==> src/rtl/vga_sync_decoder_pkg.sv <==
// VGA timing package: default 640x480@60 timing, decoder FSM state type and
// saturating counter helpers shared by the sync decoder and the video generator.
package vga_sync_decoder_pkg;

  localparam int unsigned VGA_H_VISIBLE = 640;
  localparam int unsigned VGA_H_FRONT   = 16;
  localparam int unsigned VGA_H_SYNC    = 96;
  localparam int unsigned VGA_H_BACK    = 48;

  localparam int unsigned VGA_V_VISIBLE = 480;
  localparam int unsigned VGA_V_FRONT   = 10;
  localparam int unsigned VGA_V_SYNC    = 2;
  localparam int unsigned VGA_V_BACK    = 33;

  localparam int unsigned HCNT_W = 11;
  localparam int unsigned VCNT_W = 10;
  localparam int unsigned ERR_W  = 8;

  typedef enum logic [1:0] {
    ST_SEARCH  = 2'd0,
    ST_MEASURE = 2'd1,
    ST_LOCKED  = 2'd2
  } sync_state_e;

  function automatic logic [HCNT_W-1:0] sat_inc_h(input logic [HCNT_W-1:0] v);
    return (v == '1) ? v : v + 1'b1;
  endfunction

  function automatic logic [VCNT_W-1:0] sat_inc_v(input logic [VCNT_W-1:0] v);
    return (v == '1) ? v : v + 1'b1;
  endfunction

  function automatic logic [ERR_W-1:0] sat_inc_err(input logic [ERR_W-1:0] v);
    return (v == '1) ? v : v + 1'b1;
  endfunction

endpackage

==> src/rtl/vga_sync_decoder_sync_edge_detect.sv <==
// Two-flop synchronizer for an active-low sync input with a falling-edge pulse.
module sync_edge_detect (
  input  logic clk,
  input  logic rst_n,
  input  logic async_in,
  output logic fall
);

  logic meta;
  logic level;

  always_ff @(posedge clk or negedge rst_n) begin
    if (!rst_n) begin
      meta  <= 1'b1;
      level <= 1'b1;
    end else begin
      meta  <= async_in;
      level <= meta;
    end
  end

  // Flag the edge in the cycle the second stage is about to take the low
  // value, so counters clear together with the synchronized level.
  assign fall = level & ~meta;

endmodule

==> src/rtl/vga_sync_decoder.sv <==
// VGA sync decoder: measures HSYNC/VSYNC timing, locks onto the expected
// raster and regenerates DE, pixel coordinates and a frame-start pulse.
module vga_sync_decoder
  import vga_sync_decoder_pkg::*;
#(
  parameter int unsigned H_VISIBLE = VGA_H_VISIBLE,
  parameter int unsigned H_FRONT   = VGA_H_FRONT,
  parameter int unsigned H_SYNC    = VGA_H_SYNC,
  parameter int unsigned H_BACK    = VGA_H_BACK,
  parameter int unsigned V_VISIBLE = VGA_V_VISIBLE,
  parameter int unsigned V_FRONT   = VGA_V_FRONT,
  parameter int unsigned V_SYNC    = VGA_V_SYNC,
  parameter int unsigned V_BACK    = VGA_V_BACK
) (
  input  logic        CLK_25MHZ,
  input  logic        RESET_N,
  input  logic        VGA_HSYNC,
  input  logic        VGA_VSYNC,
  output logic        LOCKED,
  output logic        DE,
  output logic [9:0]  X,
  output logic [9:0]  Y,
  output logic        FRAME_START,
  output logic [10:0] LINE_LEN,
  output logic [7:0]  ERR_COUNT
);

  localparam int unsigned HT = H_VISIBLE + H_FRONT + H_SYNC + H_BACK;
  localparam int unsigned VT = V_VISIBLE + V_FRONT + V_SYNC + V_BACK;

  localparam logic [HCNT_W-1:0] HT_CNT     = HCNT_W'(HT);
  localparam logic [HCNT_W-1:0] HT_LAST    = HCNT_W'(HT - 1);
  localparam logic [VCNT_W-1:0] VT_LAST    = VCNT_W'(VT - 1);
  localparam logic [HCNT_W-1:0] H_DE_START = HCNT_W'(H_SYNC + H_BACK);
  localparam logic [HCNT_W-1:0] H_DE_END   = HCNT_W'(H_SYNC + H_BACK + H_VISIBLE);
  localparam logic [VCNT_W-1:0] V_DE_START = VCNT_W'(V_SYNC + V_BACK);
  localparam logic [VCNT_W-1:0] V_DE_END   = VCNT_W'(V_SYNC + V_BACK + V_VISIBLE);

  logic              h_fall;
  logic              v_fall;
  logic              v_pending;
  logic              v_edge;
  logic [HCNT_W-1:0] hcnt;
  logic [VCNT_W-1:0] vcnt;
  logic [HCNT_W-1:0] line_len;
  logic [ERR_W-1:0]  err_cnt;

  sync_state_e state;
  sync_state_e state_nxt;
  logic        frame_bad;
  logic        frame_bad_nxt;
  logic        err_inc;

  logic              line_ok;
  logic              frame_ok;
  logic              h_timeout;
  logic              de_nxt;
  logic [HCNT_W-1:0] x_full;
  logic [VCNT_W-1:0] y_full;

  sync_edge_detect u_hsync (
    .clk      (CLK_25MHZ),
    .rst_n    (RESET_N),
    .async_in (VGA_HSYNC),
    .fall     (h_fall)
  );

  sync_edge_detect u_vsync (
    .clk      (CLK_25MHZ),
    .rst_n    (RESET_N),
    .async_in (VGA_VSYNC),
    .fall     (v_fall)
  );

  // VSYNC is only acted on at line boundaries: a fall seen since the last
  // HSYNC edge (or coincident with it) starts a new frame at that edge.
  assign v_edge = h_fall & (v_fall | v_pending);

  assign line_ok   = (hcnt == HT_LAST);
  assign frame_ok  = (vcnt == VT_LAST);
  assign h_timeout = !h_fall && (hcnt == HT_CNT);

  always_ff @(posedge CLK_25MHZ or negedge RESET_N) begin
    if (!RESET_N) begin
      hcnt      <= '0;
      vcnt      <= '0;
      line_len  <= '0;
      v_pending <= 1'b0;
    end else begin
      if (h_fall) begin
        hcnt      <= '0;
        line_len  <= sat_inc_h(hcnt);
        v_pending <= 1'b0;
        vcnt      <= v_edge ? '0 : sat_inc_v(vcnt);
      end else begin
        hcnt <= sat_inc_h(hcnt);
        if (v_fall) begin
          v_pending <= 1'b1;
        end
      end
    end
  end

  // The line ending at a VSYNC edge is checked as part of the old frame
  // before the per-frame flag is cleared for the new one.
  always_comb begin
    state_nxt     = state;
    frame_bad_nxt = frame_bad;
    err_inc       = 1'b0;
    if (h_fall && !line_ok) begin
      frame_bad_nxt = 1'b1;
    end
    case (state)
      ST_SEARCH: begin
        if (v_edge) begin
          state_nxt     = ST_MEASURE;
          frame_bad_nxt = 1'b0;
        end
      end
      ST_MEASURE: begin
        if (v_edge) begin
          frame_bad_nxt = 1'b0;
          if (!frame_bad && line_ok && frame_ok) begin
            state_nxt = ST_LOCKED;
          end else begin
            err_inc = 1'b1;
          end
        end
      end
      ST_LOCKED: begin
        if ((h_fall && !line_ok) || h_timeout || (v_edge && !frame_ok)) begin
          state_nxt = ST_SEARCH;
          err_inc   = 1'b1;
        end
      end
      default: begin
        state_nxt     = ST_SEARCH;
        frame_bad_nxt = 1'b0;
      end
    endcase
  end

  always_ff @(posedge CLK_25MHZ or negedge RESET_N) begin
    if (!RESET_N) begin
      state     <= ST_SEARCH;
      frame_bad <= 1'b0;
      err_cnt   <= '0;
    end else begin
      state     <= state_nxt;
      frame_bad <= frame_bad_nxt;
      if (err_inc) begin
        err_cnt <= sat_inc_err(err_cnt);
      end
    end
  end

  always_comb begin
    de_nxt = (state == ST_LOCKED) &&
             (hcnt >= H_DE_START) && (hcnt < H_DE_END) &&
             (vcnt >= V_DE_START) && (vcnt < V_DE_END);
    x_full = hcnt - H_DE_START;
    y_full = vcnt - V_DE_START;
  end

  always_ff @(posedge CLK_25MHZ or negedge RESET_N) begin
    if (!RESET_N) begin
      LOCKED      <= 1'b0;
      DE          <= 1'b0;
      X           <= '0;
      Y           <= '0;
      FRAME_START <= 1'b0;
    end else begin
      LOCKED      <= (state_nxt == ST_LOCKED);
      DE          <= de_nxt;
      X           <= de_nxt ? x_full[9:0] : '0;
      Y           <= de_nxt ? y_full : '0;
      FRAME_START <= de_nxt && (hcnt == H_DE_START) && (vcnt == V_DE_START);
    end
  end

  assign LINE_LEN  = line_len;
  assign ERR_COUNT = err_cnt;

endmodule
==> config.mk <==
export PLATFORM = sky130hd
export DESIGN_NAME = vga_sync_decoder
export DESIGN_NICKNAME = d
export VERILOG_FILES = /design/src/rtl/vga_sync_decoder_pkg.sv /design/src/rtl/vga_sync_decoder_sync_edge_detect.sv /design/src/rtl/vga_sync_decoder.sv
export SDC_FILE = /design/constraint.sdc
export NUM_CORES = 1
export LEC_CHECK = 0
export ABC_AREA = 1
export CAP_MARGIN = 30
export CORE_UTILIZATION = 50
export DETAILED_ROUTE_END_ITERATION = 6
export DONT_BUFFER_PORTS = 1
export PLACE_DENSITY_LB_ADDON = 0.2
export RECOVER_POWER = 50
export SYNTH_ARGS = -nofsm -noshare
export SYNTH_HDL_FRONTEND = slang
export SYNTH_SLANG_ARGS = --single-unit
==> constraint.sdc <==
create_clock -name CLK_25MHZ -period 2.4 [get_ports CLK_25MHZ]
set_clock_uncertainty 0.2 [all_clocks]
set_input_delay 0.36 -clock CLK_25MHZ [delete_from_list [all_inputs] [get_ports CLK_25MHZ]]
set_output_delay 0.36 -clock CLK_25MHZ [all_outputs]
set_load 0.05 [all_outputs]
==> flow_metrics.py <==
metrics = {
    "outcome": {
        "status": "finished, final reports clean",
    },
    "cells_and_area": {
        "syn_to_final_growth_pct": 8.30,
        "layout-drive-gt1-share": 0.166,
        "fin_nets": 439,
        "multi_input_area_sq_um": 1600,
        "layout_common_cells": "79 x nand2_1, 67 x dfrtp_1, 40 x inv_1",
        "num_antenna_cells": 0,
        "n_fill_cell": 649,
        "seqCellArea_sq_um": 1780,
        "final_common_cell": "nand2_1",
        "postLayoutCellArea_sq_um": 3950,
    },
    "die": {
        "dieWidth_um": 87.4,
        "die_y_um": 87.4,
        "start_util": 0.528,
        "row_count": 30,
        "ios": 46,
        "core_area_sq_um": 6910,
        "die-area_sq_um": 7640,
    },
    "routing": {
        "antenna_left": 0,
        "drc": 0,
        "routed_wl_um": 6660,
        "vias": 2649,
        "post_drt_wl_per_cell_um": 12.7,
        "via_per_inst": 5.07,
        "drt_pass1_iterations": 4,
        "drtIter0Drc": 192,
    },
    "critical_path": {
        "critPathCaptureType": "flop",
        "slowest_delay_ns": 0.55,
        "r2r_setup_slack_ns": 0.20,
        "crit_path_frequent_cell": "nand3_1",
        "r2r-start": "ERR_COUNT[0]$_DFFE_PN0P_",
        "critPathRequiredTime_ns": 2.42,
        "cp_cell_sequence": "clkbuf_1, nand3_1, nor3_1, nand3_1, xnor2_1, nand3_1, nand2_1",
        "cp_slowest_cell": "clkbuf_1",
        "cp.buffers_inverters": 1,
        "path_delay_family": "simple AND/OR/NAND/NOR gates",
        "ff2ff_path_depth": 7,
        "cp.arrival_ns": 2.22,
        "crit_type": "flop to flop",
        "worstReg2RegEnd": "ERR_COUNT[7]$_DFFE_PN0P_",
        "worst_setup_path_start_kind": "flop",
        "crit_fanout": 4,
        "crit_start": "ERR_COUNT[0]$_DFFE_PN0P_",
    },
    "sta": {
        "finalSetupViolCount": 0,
        "max_slew.worst_pin.slew_ns": 0.918,
        "final-hold-violation-count": 0,
        "relSlewSlack": 0.388,
        "period_needed_ns": 2.20,
        "slew_viol_final": 0,
        "finalCritPeriodShare": 0.916,
        "setup_tns_ns": 0,
        "max_freq_mhz": 455,
        "rsz0062_at_grt": "false",
        "setup_ws_ns": 0.202,
    },
    "power_and_ir_drop": {
        "switching_share": 0.364,
        "p_leak_nw": 1.92,
        "ir_drop_uv": 319,
        "finalPower_w": 0.00306,
        "p_seq_frac": 0.504,
        "power_density_nw_per_um2": 775,
        "comb_power_share": 0.218,
        "power.switching_w": 0.00111,
        "p_int_w": 0.00195,
        "clockPowerShare": 0.278,
    },
    "global_routing": {
        "antenna_found_initial": 0,
        "grt_util_all_layers": 0.200,
        "grt_pass1_wl_um": 11800,
        "grt_pass1_vias": 2498,
        "grt_overflow": 0,
        "grt_max_degree": 72,
    },
    "synthesis": {
        "avgSynthCellArea_sq_um": 8.92,
        "synth_seq_cells": 71,
        "syn_nets": 426,
        "syn-instance-count": 409,
        "netlist_area_sq_um": 3650,
        "synth_cell_types": 37,
        "synthArstFlopShare": 1.00,
        "ys.flop_type": "dfrtp_1",
        "yosysSeqAreaShare": 0.489,
        "yosys_warnings": 0,
        "synth_edf_count": 0,
    },
    "place": {
        "port_buffers": 0,
        "place_congestion": 0.836,
        "dp_slack_ns": 0.300,
        "dpl-instance-area_sq_um": 3760,
        "dp_hpwl_um": 4760,
    },
    "worst_hold_path": {
        "min_to": "u_hsync.level$_DFF_PN1_",
        "hold_class": "flop to flop",
        "hold_depth": 0,
        "hp-start": "u_hsync.meta$_DFF_PN1_",
    },
    "clock_network": {
        "cts_max_level": 3,
        "clockRootBuffer": "clkbuf_8",
        "cts_buffers": 9,
        "clockBufferDepth": 2,
        "clock_sinks": 71,
        "clock_latency_ns": 0.34,
        "clk_pin_slew_worst_paths_ns": 0.07,
        "cts_tree": "built",
    },
    "run": {
        "cap_violations": 0,
    },
}
[logic make-up after synthesis]
| logic type | after synthesis | synth area share |
|---|---|---|
| flip-flops | 71 | 0.489 |
| XOR/XNOR | 25 | 0.0600 |
| adder cells (fa/ha/maj) | 13 | 0.0446 |
| buffers and inverters | 58 | 0.0731 |
| AND/OR/NAND/NOR | 202 | 0.269 |
| AO/OA/AOI/OAI | 40 | 0.0645 |
[worst register-to-register path, cell delays in order, from the launching register on]
cell,delay [ns]
dfrtp_1,0.35
clkbuf_1,0.55
nand3_1,0.23
nor3_1,0.31
nand3_1,0.14
xnor2_1,0.16
nand3_1,0.10
nand2_1,0.06
[timing repair]
action,CTS,global route
gates resized for setup,0,0
hold buffers,4,0
setup buffers,0,0
setup endpoints to repair,0,0
hold endpoints to repair,73,0
[state kept, by name, summed over array words and instances (netlist names)]
name,flops
u_hsync.level,1
state,2
frame_bad,1
v_pending,1
u_vsync.meta,1
ERR_COUNT,8
u_hsync.meta,1
LOCKED,1
FRAME_START,1
Y,10
u_vsync.level,1
DE,1
vcnt,10
hcnt,11
LINE_LEN,11
X,10
[power by group through the flow]
stage / logic, W / registers (W) / clock network [W]
after CTS: 0.000690 / 0.00155 / 0.000880
after global routing: 0.000761 / 0.00157 / 0.000941
after global placement: 0.000641 / 0.00157 / 0
after floorplan: 0.000502 / 0.00159 / 0
after detailed placement: 0.000654 / 0.00157 / 0
final: 0.000668 / 0.00155 / 0.000850
[synth_stat cells, drive strengths merged (5+ instances only)]
| cell | count | area (sq um) |
|---|---|---|
| o21ai | 18 | 101 |
| nand3 | 35 | 200 |
| buf | 9 | 80.1 |
| nor2 | 60 | 313 |
| xor2 | 22 | 193 |
| nand2 | 85 | 339 |
| a31oi | 5 | 37.5 |
| dfrtp | 67 | 1680 |
| nand4 | 10 | 62.6 |
| ha | 13 | 163 |
| inv | 46 | 173 |
| a21oi | 13 | 65.1 |
| nor3 | 7 | 35.0 |
[worst max-delay path by stage]
stage / to / slack, ns / cells after the start
final: ERR_COUNT[7]$_DFFE_PN0P_ / 0.20 / 7
after global routing: ERR_COUNT[7]$_DFFE_PN0P_ / 0.03 / 7
after CTS: X[4]$_DFF_PN0_ / 0.29 / 10
after detailed placement: X[4]$_DFF_PN0_ / 0.30 / 10
after global placement: vcnt[0]$_DFFE_PN0P_ / 0.30 / 10
after floorplan: ERR_COUNT[6]$_DFFE_PN0P_ / 0.41 / 7
[metal layers]
metal	wire, um	track usage
met3	376	0.0550
met1	3290	0.296
met2	2930	0.286
met5	0	0
met4	65	0.0581
[metrics by stage]
stage,util,hold WS [ns],cells
floorplan,-,-0.136,409
global placement,0.544,-0.134,503
detailed placement,0.544,-0.134,503
CTS,0.578,0.168,523
global route,0.572,0.174,523
finish,0.572,0.167,523
[final cells by class]
cell class / instances / share of cell area
Timing Repair Buffer: 13 / 0.0241
Clock buffer: 13 / 0.0402
Tap cell: 96 / 0.0304
Clock inverter: 3 / 0.00443
Multi-Input combinational cell: 280 / 0.405
Inverter: 47 / 0.0450
Sequential cell: 71 / 0.451
Note: power is estimated with default switching activity, not from simulation.
